## config.mk

```make
export PLATFORM = sky130hd
export DESIGN_NAME = fetch_unit_flat
export DESIGN_NICKNAME = d
export VERILOG_FILES = /design/src/rtl/fetch_unit_if.sv /design/src/rtl/fetch_unit.sv /design/src/flat_wrapper.sv
export SDC_FILE = /design/constraint.sdc
export NUM_CORES = 1
export LEC_CHECK = 0
export ABC_AREA = 1
export BUFFER_PORTS_ARGS = -buffer_cell sky130_fd_sc_hd__buf_2
export CAP_MARGIN = 20
export CORE_AREA = 2 2 91 93
export DETAILED_ROUTE_END_ITERATION = 10
export DIE_AREA = 0 0 93 95
export MAX_ROUTING_LAYER = met4
export PLACE_DENSITY_LB_ADDON = 0.25
export RECOVER_POWER = 100
export REMOVE_ABC_BUFFERS = 1
export SYNTH_ARGS = -nofsm -noshare
export SYNTH_HDL_FRONTEND = slang
export SYNTH_SLANG_ARGS = --single-unit
export TNS_END_PERCENT = 100
```

## constraint.sdc

```tcl
create_clock -name clk -period 3.09 [get_ports clk]
set_input_delay 0.618 -clock clk [delete_from_list [all_inputs] [get_ports clk]]
set_output_delay 0.618 -clock clk [all_outputs]
set_load 0.01 [all_outputs]
```

## src/rtl/fetch_unit_if.sv

```systemverilog
// Fetch unit bus bundle: memory read channel plus opcode channel to decode.
// master = fetch unit side, slave = memory/decode side.
interface fetch_unit_if;
  logic        mem_rd;
  logic [15:0] mem_addr;
  logic [7:0]  mem_data;
  logic        mem_ack;
  logic [7:0]  op;
  logic        op_valid;
  logic        op_ready;
  logic [15:0] op_pc;
  logic        op_cb;

  modport master (
    output mem_rd, mem_addr, op, op_valid, op_pc, op_cb,
    input  mem_data, mem_ack, op_ready
  );

  modport slave (
    input  mem_rd, mem_addr, op, op_valid, op_pc, op_cb,
    output mem_data, mem_ack, op_ready
  );
endinterface

```

## src/rtl/fetch_unit.sv

```systemverilog
// Byte prefetcher with 2-entry buffer; FETCH_CB_MERGE_EN merges 0xCB prefix with its operand.
// Latency: zero-wait ack presents the byte the next cycle; one read per cycle at best.
// Backpressure: op_ready low holds the head; reads stop once buffer + in-flight reach 2.
module fetch_unit (
  input  logic        clk,
  input  logic        rst,
  input  logic        fetch_en,
  input  logic        pc_load,
  input  logic [15:0] pc_load_addr,
  fetch_unit_if.master bus
);

  typedef enum logic [1:0] {IDLE = 2'd0, REQ = 2'd1, DISCARD = 2'd2} state_t;

  state_t      state_q, state_d;
  logic [15:0] fetch_pc_q;
  logic [15:0] hold_addr_q;
  logic [7:0]  fifo_byte_q [2];
  logic [15:0] fifo_addr_q [2];
  logic [1:0]  count_q;
  logic [1:0]  count_pop;
  logic [1:0]  pop_n;
  logic        issue;
  logic        push;
  logic        xfer;
  logic        vld;
  logic        head_cb;
  logic [7:0]  op_byte;
  logic [15:0] op_addr;

  // An IDLE-cycle request is combinational so a zero-wait ack can land in that same cycle.
  assign issue     = (state_q == IDLE) && fetch_en && !pc_load && !rst && (count_q != 2'd2);
  assign push      = bus.mem_ack && ((state_q == REQ) || issue) && !pc_load;
  assign xfer      = vld && bus.op_ready && !pc_load;
  assign pop_n     = !xfer ? 2'd0 : (head_cb ? 2'd2 : 2'd1);
  assign count_pop = count_q - pop_n;

  always_ff @(posedge clk) begin
    if (rst) state_q <= IDLE;
    else     state_q <= state_d;
  end

  always_comb begin
    state_d = state_q;
    case (state_q)
      IDLE:    if (issue && !bus.mem_ack) state_d = REQ;
      REQ:     if (bus.mem_ack) state_d = IDLE;
               else if (pc_load) state_d = DISCARD;
      DISCARD: if (bus.mem_ack) state_d = IDLE;
      default: state_d = IDLE;
    endcase
  end

  always_comb begin
    bus.mem_rd   = issue || (!rst && (state_q != IDLE));
    // The abandoned read keeps its address on the bus while fetch_pc already points at the target.
    bus.mem_addr = (state_q == DISCARD) ? hold_addr_q : fetch_pc_q;
    vld     = 1'b0;
    head_cb = 1'b0;
    op_byte = 8'h00;
    op_addr = 16'h0000;
`ifdef FETCH_CB_MERGE_EN
    if (count_q != 2'd0 && fifo_byte_q[0] == 8'hCB) begin
      if (count_q == 2'd2) begin
        vld     = 1'b1;
        head_cb = 1'b1;
        op_byte = fifo_byte_q[1];
        op_addr = fifo_addr_q[0];
      end
    end else if (count_q != 2'd0) begin
      vld     = 1'b1;
      op_byte = fifo_byte_q[0];
      op_addr = fifo_addr_q[0];
    end
`else
    if (count_q != 2'd0) begin
      vld     = 1'b1;
      op_byte = fifo_byte_q[0];
      op_addr = fifo_addr_q[0];
    end
`endif
    bus.op_valid = vld;
    bus.op       = op_byte;
    bus.op_pc    = op_addr;
    bus.op_cb    = head_cb;
  end

  always_ff @(posedge clk) begin
    if (rst) begin
      fetch_pc_q     <= 16'h0000;
      hold_addr_q    <= 16'h0000;
      count_q        <= 2'd0;
      fifo_byte_q[0] <= 8'h00;
      fifo_byte_q[1] <= 8'h00;
      fifo_addr_q[0] <= 16'h0000;
      fifo_addr_q[1] <= 16'h0000;
    end else if (pc_load) begin
      fetch_pc_q <= pc_load_addr;
      count_q    <= 2'd0;
      if (state_q == REQ) hold_addr_q <= fetch_pc_q;
    end else begin
      if (pop_n == 2'd1) begin
        fifo_byte_q[0] <= fifo_byte_q[1];
        fifo_addr_q[0] <= fifo_addr_q[1];
      end
      // Push lands after the pop shift, so it may overwrite slot 0 in the same cycle.
      if (push) begin
        fifo_byte_q[count_pop[0]] <= bus.mem_data;
        fifo_addr_q[count_pop[0]] <= fetch_pc_q;
        fetch_pc_q                <= fetch_pc_q + 16'd1;
      end
      count_q <= count_pop + {1'b0, push};
    end
  end

endmodule

```

## src/flat_wrapper.sv

```systemverilog
// flat-port wrapper written by rule: the top's interface ports become plain ports
module fetch_unit_flat 
  (clk, rst, fetch_en, pc_load, pc_load_addr, bus_mem_rd, bus_mem_addr, bus_op, bus_op_valid, bus_op_pc, bus_op_cb, bus_mem_data, bus_mem_ack, bus_op_ready);
  fetch_unit_if bus_i ();
  input  logic clk;
  input  logic rst;
  input  logic fetch_en;
  input  logic pc_load;
  input  logic [15:0] pc_load_addr;
  output wire logic [$bits(bus_i.mem_rd)-1:0] bus_mem_rd;
  output wire logic [$bits(bus_i.mem_addr)-1:0] bus_mem_addr;
  output wire logic [$bits(bus_i.op)-1:0] bus_op;
  output wire logic [$bits(bus_i.op_valid)-1:0] bus_op_valid;
  output wire logic [$bits(bus_i.op_pc)-1:0] bus_op_pc;
  output wire logic [$bits(bus_i.op_cb)-1:0] bus_op_cb;
  input wire logic [$bits(bus_i.mem_data)-1:0] bus_mem_data;
  input wire logic [$bits(bus_i.mem_ack)-1:0] bus_mem_ack;
  input wire logic [$bits(bus_i.op_ready)-1:0] bus_op_ready;
  assign bus_mem_rd = bus_i.mem_rd;
  assign bus_mem_addr = bus_i.mem_addr;
  assign bus_op = bus_i.op;
  assign bus_op_valid = bus_i.op_valid;
  assign bus_op_pc = bus_i.op_pc;
  assign bus_op_cb = bus_i.op_cb;
  assign bus_i.mem_data = bus_mem_data;
  assign bus_i.mem_ack = bus_mem_ack;
  assign bus_i.op_ready = bus_op_ready;
  fetch_unit u_core (.clk(clk), .rst(rst), .fetch_en(fetch_en), .pc_load(pc_load), .pc_load_addr(pc_load_addr), .bus(bus_i));
endmodule
```

==> metrics.md <==
| Metric | Value |
|---|---|
| ANT nets after route | `0` |
| FF-to-FF End | `u_core.fifo_byte_q[1][3]$_SDFFCE_PN0P_` |
| Post-Place Cells | `713` |
| Arrival @ worst endpoint | `2.69 ns` |
| YS warnings | `0` |
| Final core area utilization | `60.2%` |
| Die area | `8840 um2` |
| Clock power share | `32.7%` |
| Comb pwr share | `7.9%` |
| Maximum clock rate | `0.385 GHz` |
| Max_cap viols | `0` |
| Critical Path Fanout Max | `24` |
| I/O Buffers | `71` |
| Setup TNS Final | `0 ns` |
| Max-slew violations | `0` |
| Prevailing post-synth register cell | `edfxtp_1` |
| Switch Pwr | `0.524 mW` |
| Post-CTS Hold Buffers | `0` |
| R2R cell count | `8` |
| Slowest cell on crit path | `clkbuf_1` |
| Rel. slew slack | `20.9%` |
| Worst setup path category | `in -> reg` |
| Largest net degree at the start of global routing | `34` |
| Sw Share | `24.9%` |
| Clock root cell | `clkbuf_8` |
| Post-synth cell types | `29` |
| Startpoint types | `input port` |
| First-pass GRT wire length | `15.1 mm` |
| Ant diodes | `0` |
| CP Capture Type | `flip-flop` |
| Hold path depth | `2` |
| Critical Path Sink | `u_core.fifo_byte_q[1][3]$_SDFFCE_PN0P_` |
| GRT overflow | `0` |
| GP Congestion | `0.858` |
| TritonCTS clock tree | `yes` |
| Post-synth ARST share | `0%` |
| Flop pwr share | `59.4%` |
| Worst path max stage delay | `0.67 ns` |
| TritonCTS Buffers | `9` |
| Fill cells | `753` |
| TritonRoute pass-1 iters | `5` |
| Share of layout cells above drive strength 1 | `10.3%` |
| Mean Syn Cell Area | `7.61 um2` |
| DR vias | `3,609` |
| Initial antenna violation count | `0` |
| Initial Util | `53.9%` |
| Unrepaired setup endpoints after global routing | `no` |
| Netlist Area Pre-Place | `4270 um2` |
| Worst-path clk slew | `0.08 ns` |
| Leak | `2.02 nW` |
| Core ar. | `7930 um2` |
| Post-CTS sizing | `0` |
| Final hold slack | `0.449 ns` |
| Placement Cell Area | `4680 um2` |
| Status | `complete, no violations` |
| Nets | `652` |
| Setup violators final | `0` |
| Top-Level Pins | `73` |
| Worst Path Buf+Inv | `3` |
| Total wire length | `8.97 mm` |
| Worst IR Drop VDD | `241 uV` |
| FF-to-FF Start | `u_core.count_q[1]$_SDFF_PP0_` |
| Worst Tran Pin Value | `1.19 ns` |
| Die Width | `93 um` |
| Number of flops mapped to enable cells by yosys | `48` |
| Worst-skew pair later-pin latency | `0.35 ns` |
| Htree depth | `3` |
| Worst EP required | `3.18 ns` |
| Worst path cell trace | `clkbuf_1 -> inv_2 -> nand2_4 -> nor2_1 -> nand2_1 -> nand2_1 -> nand2_4 -> nor2_2 -> nand2_2 -> clkbuf_2 -> nor2_1` |
| Internal | `1.58 mW` |
| PD cells | `441 nW/um2` |
| CP Launch Point | `pc_load` |
| Cells after Synth | `562` |
| Number of global-route vias before repair | `3,343` |
| Stages on worst setup path | `11` |
| Avg WL per Cell | `12.3 um` |
| Row cnt | `33` |
| Worst reg2reg setup slack | `0.94 ns` |
| Iteration-0 DRC Markers | `194` |
| Area Overhead vs Synth | `11.7%` |
| Vias per cell | `4.96` |
| DRC | `0` |
| Final count of hold timing violations | `0` |
| Design Area, Final | `4770 um2` |
| Die height | `95 um` |
| Final period util | `84.1%` |
| Delay-heaviest family, CP | `buffers and inverters` |
| Clk_skew | `0.00662 ns` |
| Post-CTS setup buffer count | `0` |
| Sequential area share after synthesis | `50.6%` |
| Hold/Removal Path Class | `reg -> reg` |
| Bufs on Longest Clock Path | `2` |
| #FFs+latches synth | `84` |
| Post-DP HPWL | `6.12 mm` |
| Final Non-Filler Cells | `728` |
| CTS sink count | `84` |
| Tot GR Track Use | `22.3%` |
| Period minus WS final | `2.60 ns` |
per-layer routing:
layer | GRT usage, % | wire [um] | vias to the layer above | share of wire, %
met2 | 37.0 | 4290 | 94 | 48
met4 | 9.19 | 147 | 0 | 1.6
met1 | 27.8 | 4050 | 1621 | 45
met5 | - | 0 | - | 0
li1 | - | - | 1882 | -
met3 | 2.71 | 478 | 12 | 5.3
cell type report:
cell class | count | area, um2 | area share [%]
Multi-Input combinational cell | 364 | 1630 | 34.2
Inverter | 80 | 300 | 6.29
Clock buffer | 11 | 141 | 2.96
Sequential cell | 84 | 2160 | 45.3
Clock inverter | 4 | 26.3 | 0.551
Timing Repair Buffer | 80 | 377 | 7.89
Tap cell | 105 | 131 | 2.75
metrics by stage:
stage / power [mW] / setup WS [ns]
floorplan: 1.37 / 0.135
global placement: 1.44 / 0.686
detailed placement: 1.45 / 0.577
CTS: 2.13 / 0.616
global route: 2.20 / 0.210
finish: 2.11 / 0.491
worst min path at each step:
stage,start,slack (ns),to
CTS,u_core.hold_addr_q[7]$_SDFFE_PP0P_,0.45,u_core.hold_addr_q[7]$_SDFFE_PP0P_
finish,u_core.hold_addr_q[2]$_SDFFE_PP0P_,0.45,u_core.hold_addr_q[2]$_SDFFE_PP0P_
global placement,u_core.hold_addr_q[1]$_SDFFE_PP0P_,0.43,u_core.hold_addr_q[1]$_SDFFE_PP0P_
floorplan,u_core.hold_addr_q[0]$_SDFFE_PP0P_,0.42,u_core.hold_addr_q[0]$_SDFFE_PP0P_
global route,u_core.hold_addr_q[2]$_SDFFE_PP0P_,0.46,u_core.hold_addr_q[2]$_SDFFE_PP0P_
detailed placement,u_core.hold_addr_q[7]$_SDFFE_PP0P_,0.44,u_core.hold_addr_q[7]$_SDFFE_PP0P_
Yosys cell counts, drive strengths merged, types with 2 or more instances:
library cell  instances  share of area, %
xor2                  2              0.41
clkbuf               20               1.8
ha                    3              0.88
edfxtp               48                34
xnor2                 2              0.41
nand2               146                13
o21ai                45               5.3
buf                  14               2.0
a21oi                26               3.0
or2                   3              0.44
inv                  79               6.9
dfxtp                36                17
nand4                 4              0.59
nand3                54               6.3
nor2                 74               7.1
registers in the layout (all words and copies together), names as in the netlist:
signal              count
u_core.hold_addr_q     16
u_core.fifo_byte_q     16
u_core.count_q          2
u_core.fifo_addr_q     32
u_core.state_q          2
u_core.fetch_pc_q      16
tightest hold or removal path, delay by kind of cell, from the launching register on:
| family | cells | cell delay, ns |
|---|---|---|
| compound gates | 1 | 0.05 |
| flops | 1 | 0.30 |
| buf+inv | 1 | 0.05 |
power groups by stage:
stage	Combinational, mW	Clock (mW)	Sequential (mW)
2_1_floorplan	0.103	0	1.26
3_3_place_gp	0.169	0	1.27
3_5_place_dp	0.172	0	1.28
4_1_cts	0.173	0.706	1.25
5_1_grt	0.192	0.749	1.26
6_report	0.167	0.690	1.25
cells in the final DEF (no fill, tap or decap), types with 4 or more instances in the layout:
master | Yosys | routed
nand2_1 | 141 | 142
inv_1 | 77 | 77
nor2_1 | 70 | 70
nand3_1 | 54 | 54
edfxtp_1 | 48 | 48
o21ai_0 | 44 | 44
clkbuf_1 | 20 | 44
dfxtp_1 | 36 | 36
buf_2 | 11 | 29
a21oi_1 | 26 | 26
clkbuf_8 | 0 | 10
buf_4 | 1 | 6
nor2_2 | 3 | 4
nand4_1 | 4 | 4
cell families after synthesis:
family,synth area share (%)
AND/OR/NAND/NOR,28.2
buffers and inverters,10.8
flip-flops,50.6
AO/OA/AOI/OAI,8.66
XOR/XNOR,0.820
adder cells (fa/ha/maj),0.878
other,0.0877
No activity file was read; power rests on OpenSTA's default activity.
